<file path="src/rtl/r5p_htif_console.sv">
// HTIF tohost console: decodes the 64-bit tohost mailbox, executes putchar/exit commands,
// and buffers console bytes in a first-word-fall-through FIFO. Optional simulator echo: R5P_HTIF_CONSOLE_DISPLAY_EN.
module r5p_htif_console #(
    parameter logic [31:0] TOHOST   = 32'h8000_1000,
    parameter int          FIFO_DEP = 16
) (
    input  logic        clk,
    input  logic        rst,
    input  logic        tcb_vld,
    output logic        tcb_rdy,
    input  logic        tcb_wen,
    input  logic [31:0] tcb_adr,
    input  logic [31:0] tcb_wdt,
    output logic [31:0] tcb_rdt,
    output logic        chr_vld,
    input  logic        chr_rdy,
    output logic [7:0]  chr_dat,
    output logic        halt,
    output logic [30:0] exit_code,
    output logic        unk
);

    localparam int          AW        = (FIFO_DEP > 1) ? $clog2(FIFO_DEP) : 1;
    localparam logic [AW:0] FIFO_FULL = (AW+1)'(FIFO_DEP);
    localparam logic [31:0] ADR_LO    = TOHOST;
    localparam logic [31:0] ADR_HI    = TOHOST + 32'd4;

    typedef enum logic [1:0] {
        ST_IDLE,
        ST_ARMED,
        ST_EXEC,
        ST_HALTED
    } state_t;

    state_t      state_reg, state_next;
    logic [31:0] lo_reg, lo_next;
    logic [31:0] hi_reg, hi_next;
    logic [31:0] rdt_reg, rdt_next;
    logic        halt_reg, halt_next;
    logic [30:0] exit_reg, exit_next;
    logic        unk_reg, unk_next;

    logic [7:0]    fifo_mem [FIFO_DEP];
    logic [AW-1:0] wr_ptr_reg;
    logic [AW-1:0] rd_ptr_reg;
    logic [AW:0]   cnt_reg;

    logic hit_lo, hit_hi, putchar_wr, fifo_full;
    logic trn, wr_active, lo_wr, hi_wr;
    logic is_halt, is_putc, is_zero, is_unk;
    logic push, pop;

    // ------------------------------------------------------------------
    // Bus decode and back-pressure
    // ------------------------------------------------------------------
    assign hit_lo     = (tcb_adr == ADR_LO);
    assign hit_hi     = (tcb_adr == ADR_HI);
    assign putchar_wr = (tcb_wdt[31:24] == 8'd1) && (tcb_wdt[23:16] == 8'd1);
    assign fifo_full  = (cnt_reg == FIFO_FULL);

    // A putchar commit is only stalled while the FIFO cannot take its byte;
    // once halted nothing executes, so nothing ever needs to stall.
    always_comb begin
        tcb_rdy = 1'b1;
        if (rst || state_reg == ST_EXEC) begin
            tcb_rdy = 1'b0;
        end else if (tcb_vld && tcb_wen && hit_hi && putchar_wr && fifo_full
                     && state_reg != ST_HALTED) begin
            tcb_rdy = 1'b0;
        end
    end

    assign trn       = tcb_vld & tcb_rdy;
    assign wr_active = trn & tcb_wen & (state_reg != ST_HALTED);
    assign lo_wr     = wr_active & hit_lo;
    assign hi_wr     = wr_active & hit_hi;

    // ------------------------------------------------------------------
    // Command decode; in EXEC the committed command is {hi_reg, lo_reg}
    // ------------------------------------------------------------------
    assign is_halt = (hi_reg[31:24] == 8'd0) && lo_reg[0];
    assign is_putc = (hi_reg[31:24] == 8'd1) && (hi_reg[23:16] == 8'd1);
    assign is_zero = ({hi_reg, lo_reg} == 64'd0);
    assign is_unk  = !is_halt && !is_putc && !is_zero;

    assign push = (state_reg == ST_EXEC) && is_putc;
    assign pop  = chr_vld && chr_rdy;

    always_comb begin
        state_next = state_reg;
        lo_next    = lo_reg;
        hi_next    = hi_reg;
        halt_next  = halt_reg;
        exit_next  = exit_reg;
        unk_next   = unk_reg;
        rdt_next   = rdt_reg;

        case (state_reg)
            ST_IDLE, ST_ARMED: begin
                if (hi_wr) begin
                    hi_next    = tcb_wdt;
                    state_next = ST_EXEC;
                end else if (lo_wr) begin
                    lo_next    = tcb_wdt;
                    state_next = ST_ARMED;
                end
            end
            ST_EXEC: begin
                // Clearing the mailbox is the acknowledge the host polls for.
                lo_next = 32'd0;
                hi_next = 32'd0;
                if (is_halt) begin
                    halt_next  = 1'b1;
                    exit_next  = lo_reg[31:1];
                    state_next = ST_HALTED;
                end else begin
                    state_next = ST_IDLE;
                end
                if (is_unk) begin
                    unk_next = 1'b1;
                end
            end
            ST_HALTED: begin
                state_next = ST_HALTED;
            end
            default: begin
                state_next = ST_IDLE;
            end
        endcase

        if (trn && !tcb_wen) begin
            if (hit_lo) begin
                rdt_next = lo_reg;
            end else if (hit_hi) begin
                rdt_next = hi_reg;
            end else begin
                rdt_next = 32'd0;
            end
        end
    end

    always_ff @(posedge clk) begin
        if (rst) begin
            state_reg <= ST_IDLE;
            lo_reg    <= 32'd0;
            hi_reg    <= 32'd0;
            rdt_reg   <= 32'd0;
            halt_reg  <= 1'b0;
            exit_reg  <= 31'd0;
            unk_reg   <= 1'b0;
        end else begin
            state_reg <= state_next;
            lo_reg    <= lo_next;
            hi_reg    <= hi_next;
            rdt_reg   <= rdt_next;
            halt_reg  <= halt_next;
            exit_reg  <= exit_next;
            unk_reg   <= unk_next;
        end
    end

    // ------------------------------------------------------------------
    // Character FIFO (first-word-fall-through)
    // ------------------------------------------------------------------
    always_ff @(posedge clk) begin
        if (push) begin
            fifo_mem[wr_ptr_reg] <= lo_reg[7:0];
        end
    end

    always_ff @(posedge clk) begin
        if (rst) begin
            wr_ptr_reg <= '0;
            rd_ptr_reg <= '0;
            cnt_reg    <= '0;
        end else begin
            if (push) begin
                wr_ptr_reg <= wr_ptr_reg + AW'(1);
            end
            if (pop) begin
                rd_ptr_reg <= rd_ptr_reg + AW'(1);
            end
            case ({push, pop})
                2'b10:   cnt_reg <= cnt_reg + (AW+1)'(1);
                2'b01:   cnt_reg <= cnt_reg - (AW+1)'(1);
                default: cnt_reg <= cnt_reg;
            endcase
        end
    end

    assign chr_vld   = (cnt_reg != '0);
    assign chr_dat   = chr_vld ? fifo_mem[rd_ptr_reg] : 8'd0;
    assign tcb_rdt   = rdt_reg;
    assign halt      = halt_reg;
    assign exit_code = exit_reg;
    assign unk       = unk_reg;

`ifdef R5P_HTIF_CONSOLE_DISPLAY_EN
    always_ff @(posedge clk) begin
        if (!rst && pop) begin
            $write("%c", chr_dat);
        end
        if (!rst && halt_next && !halt_reg) begin
            $display("HTIF: EXIT %0d", exit_next);
        end
    end
`else
`endif

endmodule

</file>
<file path="config.mk">
export PLATFORM = sky130hd
export DESIGN_NAME = r5p_htif_console
export DESIGN_NICKNAME = d
export VERILOG_FILES = /design/src/rtl/r5p_htif_console.sv
export SDC_FILE = /design/constraint.sdc
export NUM_CORES = 1
export LEC_CHECK = 0
export ABC_CLOCK_PERIOD_IN_PS = 4700
export CAP_MARGIN = 20
export CORE_MARGIN = 2
export CORE_UTILIZATION = 61
export CTS_BUF_LIST = sky130_fd_sc_hd__clkbuf_4
export DETAILED_ROUTE_END_ITERATION = 10
export PLACE_DENSITY = 0.93
export REMOVE_ABC_BUFFERS = 1
export SYNTH_ARGS = -nofsm -noshare
export SYNTH_HDL_FRONTEND = slang
export SYNTH_SLANG_ARGS = --single-unit
</file>
<file path="constraint.sdc">
create_clock -name clk -period 4.7 [get_ports clk]
set_clock_uncertainty 0.2 [all_clocks]
set_input_delay 0.94 -clock clk [delete_from_list [all_inputs] [get_ports clk]]
set_output_delay 0.94 -clock clk [all_outputs]
set_load 0.01 [all_outputs]
</file>
# Word-level counts from Yosys, hierarchy flattened
# Memory sizes are Yosys's and may differ from the RTL's. A register that Yosys moved wholly into a read port is not among the register bits.
# Cells that the tools add are included.
[classes]
bitwise_logic = 5
n_reduce_logical = 29
n_mux = 19
addsub = 4
n_eq_ne = 17
[op_table]
columns = ["cell", "count"]
rows = [
  ["$mux W32", 5],
  ["$pmux W32 S2", 2],
  ["$eq A32 B32 Y1 const B", 2],
  ["$logic_not A64 Y1", 1],
  ["$eq A8 B1 Y1 const B", 4],
  ["$logic_and A1 B1 Y1", 13],
  ["$pmux W5 S2", 1],
  ["$add A4 B1 Y4 const B", 2],
  ["$logic_not A8 Y1", 1],
  ["$mux W4", 2],
  ["$mux W8", 1],
  ["$ne A2 B2 Y1 const B", 4],
  ["$eq A2 B2 Y1 const B", 3],
  ["$mux W2", 3],
  ["$pmux W2 S3", 1],
  ["$reduce_and A2 Y1", 3],
  ["$add A5 B1 Y5 const B", 1],
  ["$and A1 B1 Y1", 5],
  ["$eq A5 B5 Y1 const B", 1],
  ["$reduce_bool A5 Y1", 1],
  ["$sub A5 B1 Y5 const B", 1],
  ["$eq A2 B1 Y1 const B", 2],
  ["$logic_not A1 Y1", 4],
  ["$mux W1", 4],
  ["6 further kinds", 7],
]
[word_totals]
out_inout_bits = 75
regBits = 144
inputBits = 69
mem_bits_rw = 128
wordCells = 85
mem_count = 1
[memory_table]
columns = ["name", "words", "width", "read_ports", "rd_ports_with_merged_regs", "wr", "line", "rtl"]
rows = [
  ["fifo_mem", 16, 8, 1, 1, 1, "43", "logic [7:0] fifo_mem [FIFO_DEP];"],
]

# Depth between registers and ports, before layout
[depth]
ltp_word = 14
depth_mapped = 11
depth_no_buf = 11

# Worst setup path before layout
# No wires, ideal clock.
[synth_path]
path_kind = "input to output"
startpoint = "input port tcb_adr[18]"
endpoint = "output port tcb_rdy"
slack_ps = 1416
arrival_time_ps = 2144
required_ps = 3560
path_stages = 6
path_buffers = 2
path_cell_list = "nor4_4 -> and4_2 -> and3_1 -> buf_2 -> clkbuf_1 -> a21oi_1"
[synth_between]
elab_chain_len = 7
[synth_rtl]
columns = ["item", "line", "rtl"]
rows = [
  ["start, declared", "12", "input logic [31:0] tcb_adr,"],
  ["$eq A32 B32 Y1", "57", "assign hit_hi = (tcb_adr == ADR_HI);"],
  ["$logic_and A1 B1 Y1 (3 in series)", "67", "end else if (tcb_vld && tcb_wen && hit_hi && putchar_wr && fifo_full"],
  ["$logic_and A1 B1 Y1", "68", "&& state_reg != ST_HALTED) begin"],
  ["$mux W1", "67", ""],
  ["$mux W1", "65", "if (rst || state_reg == ST_EXEC) begin"],
  ["end, declared", "10", "output logic tcb_rdy,"],
]
# No other way between the ends.

==> results.py <==
metrics = {
    "grt": {
        "grt_antenna_before_repair": 1,
        "globalRouteTotalUtil_pct": 28.99,
        "vias_in_the_first_global_route": 8340,
        "first_pass_grt_wire_length_um": 44710,
        "gr-total-overflow": 0,
        "grt_max_degree": 84,
    },
    "cts": {
        "cts-buffers-inserted": 71,
        "postCtsResizedCells": 0,
        "cts_hold_buf": 0,
        "insertion_delay_ps": 670,
        "cts_setup_buffers": 0,
        "clkTransAtPathRegs_ps": 60,
        "clock_tree_from_tritoncts": "yes",
        "cts.sink_count": 276,
        "h-tree-depth": 3,
        "clk_root_buffer_cell": "sky130_fd_sc_hd__clkbuf_4",
        "clk_path_buf_depth": 3,
    },
    "synthesis": {
        "synth_area_per_cell_sq_um": 12.66,
        "yosys.area.top_type_share_pct": 33.74,
        "yosys_warnings": 0,
        "dominantRegCellSynth": "sky130_fd_sc_hd__dfxtp_1",
        "ys_async_rst_share_pct": 0,
        "synth_top_cells_by_area": "sky130_fd_sc_hd__edfxtp_1 (34%), sky130_fd_sc_hd__dfxtp_1 (26%), sky130_fd_sc_hd__mux4_2 (7.9%), sky130_fd_sc_hd__mux2i_1 (5.9%), sky130_fd_sc_hd__nand2_1 (3.4%)",
        "synth_seq_cells": 276,
        "synth_cell_area_sq_mm": 0.01139,
        "syn_inst": 900,
        "synth_edf_count": 128,
        "synthDominantAreaCellType": "sky130_fd_sc_hd__edfxtp_1",
        "count_of_distinct_cell_types_in_the_synthesized_netlist": 53,
        "synth_seq_area_share_pct": 59.75,
    },
    "drt": {
        "wire_per_inst_um": 20.83,
        "antenna_violating_nets_post_route": 0,
        "detail_route.drc_violations": 0,
        "drtIter0Drc": 658,
        "detail_route.first_pass.iterations": 5,
        "avgViaCountPerCell": 6.035,
        "wl_um": 28200,
        "route.vias.total": 8171,
    },
    "timing": {
        "rsz_0062_raised_after_global_routing": "false",
        "setup_viol_count_final": 0,
        "finalCritPeriodShare_pct": 93.19,
        "fmax_mhz": 228.3,
        "setup_total_negative_slack_ps": 0,
        "period_needed_ps": 4380,
        "timing_worst_slew_pin_value_ps": 879.3,
        "finalMaxSlewViolations": 0,
        "timing.slew.headroom_pct": 41.16,
        "finalHoldViolations": 0,
    },
    "finish": {
        "largest_register_ff_count": 128,
        "final_common_cell": "sky130_fd_sc_hd__dfxtp_1",
        "fillCellCount": 1106,
        "antenna_cells": 0,
        "finalNonFillerCells": 1354,
        "synthToLayoutAreaGrowth_pct": 21.57,
        "final_stage_net_count": 1150,
        "final_cell_mix": "sky130_fd_sc_hd__dfxtp_1 (147), sky130_fd_sc_hd__clkdlybuf4s50_1 (141), sky130_fd_sc_hd__edfxtp_1 (128)",
        "max_flop_register": "fifo_mem",
        "layout-drive-gt1-share_pct": 19.64,
    },
    "critical_path": {
        "setup.worst_path.start_class": "flip-flop",
        "crit_type": "reg2out",
        "crit_fanout": 12,
        "cp.arrival_ps": 3240,
        "worst_setup_path_end_kind": "output port",
        "crit_required_ps": 3560,
    },
    "placement": {
        "place.detailed.hpwl_um": 18580,
        "place.gp.congestion": 0.8401,
        "placed_cell_count": 1227,
        "io_buffer_count": 143,
    },
    "outcome": {
        "outcome": "finished, final reports clean",
    },
    "die": {
        "fp.dieW_um": 140.7,
        "initial_utilization_pct": 62.77,
        "die_h_um": 140.7,
        "floorplan.io_pins": 144,
        "die_area_sq_mm": 0.01978,
        "core_sq_mm": 0.01815,
        "rows": 49,
    },
    "power": {
        "power_density_over_the_cells_mw_per_mm2": 338.2,
        "worst_ir_drop_vdd_mv": 0.2908,
        "leakagePower_nw": 4.977,
    },
    "hold_path": {
        "min_path_type": "reg2reg",
    },
    "job": {
        "max-cap-violations": 0,
    },
}
==> where the power goes <==
part	leakage [nW]	total, mW	switching [mW]	internal, mW
logic	1.75	0.140	0.0676	0.0723
registers	2.68	2.49	0.000000180	2.49
clock network	0.549	2.05	0.942	1.11
total	4.98	4.68	1.01	3.67
==> cells by family after synthesis <==
logic type | Yosys count | share of synthesized area, %
AND/OR/NAND/NOR | 307 | 15.88
flip-flops | 276 | 59.75
AO/OA/AOI/OAI | 116 | 5.481
multiplexers | 107 | 13.80
buffers and inverters | 74 | 3.153
XOR/XNOR | 10 | 0.7689
adder cells (fa/ha/maj) | 10 | 1.164
==> through the flow <==
stage / power, mW / hold slack (ps) / worst slack (ps) / utilization (%) / area (sq um)
global placement: 2.678 / 234.4 / 562.9 / 71.26 / 12930
floorplan: 2.577 / 250.1 / 828.9 / - / 11070
finish: 4.684 / 254.6 / 320.2 / 76.31 / 13850
CTS: 4.719 / 256.6 / 223.7 / 76.31 / 13850
detailed placement: 2.680 / 246.2 / 500.8 / 71.26 / 12930
global route: 4.845 / 280.8 / 132.2 / 76.31 / 13850
==> metal layers <==
layer  global-route usage, %  up-vias  part of all wire (%)
met4                   10.63        2                   2.3
met2                   50.55      380                    51
met5                       0        -                 0.046
met3                   7.065       59                   8.3
li1                        -     3717                     -
met1                   35.28     4013                    38
==> layout make-up <==
cell class                 count  area, sq um  share of cell area [%]
clock buffer                 102        765.7                   5.529
clock inverter                25        150.1                   1.084
inverter                      10        37.54                  0.2711
multi-input combinational    550         4237                   30.59
sequential                   276         6808                   49.16
tap                          229        286.5                   2.069
timing repair buffer         162         1564                   11.29
==> path summary, 6_finish.rpt <==
path,from,to,slack [ps],depth (start not counted)
worst max-delay path,flip-flop,chr_dat[3],320,5
worst max register to register,hi_reg[27]$_SDFFE_PP0P_,cnt_reg[4]$_SDFFE_PP0P_,900,11
worst min register to register,exit_code[12]$_SDFFE_PP0P_,exit_code[12]$_SDFFE_PP0P_,250,2
worst min-delay path,exit_code[12]$_SDFFE_PP0P_,exit_code[12]$_SDFFE_PP0P_,250,2
==> synthesized netlist by cell type, drive strengths merged, types with 2 or more instances <==
cell,count
nand3b,29
or4,2
a31oi,2
o21ai,66
edfxtp,128
a21oi,41
buf,23
a21o,2
nand4b,30
mux2i,67
clkbuf,41
nor2,66
and4,2
or3,2
dfxtp,148
nand3,9
xnor2,5
mux4,40
nor3,11
and3,4
nand4,7
nand2b,4
xor2,5
nor4,24
and2,9
nand2,102
inv,10
ha,9
==> critical path: stages (launching register included) <==
cell and delay [ps]:
sky130_fd_sc_hd__dfxtp_2 580, sky130_fd_sc_hd__buf_4 320, sky130_fd_sc_hd__mux4_2 530, sky130_fd_sc_hd__mux4_2 520
sky130_fd_sc_hd__and2_1 180, sky130_fd_sc_hd__clkdlybuf4s50_1 470
Power figures use the tool's default switching activity.
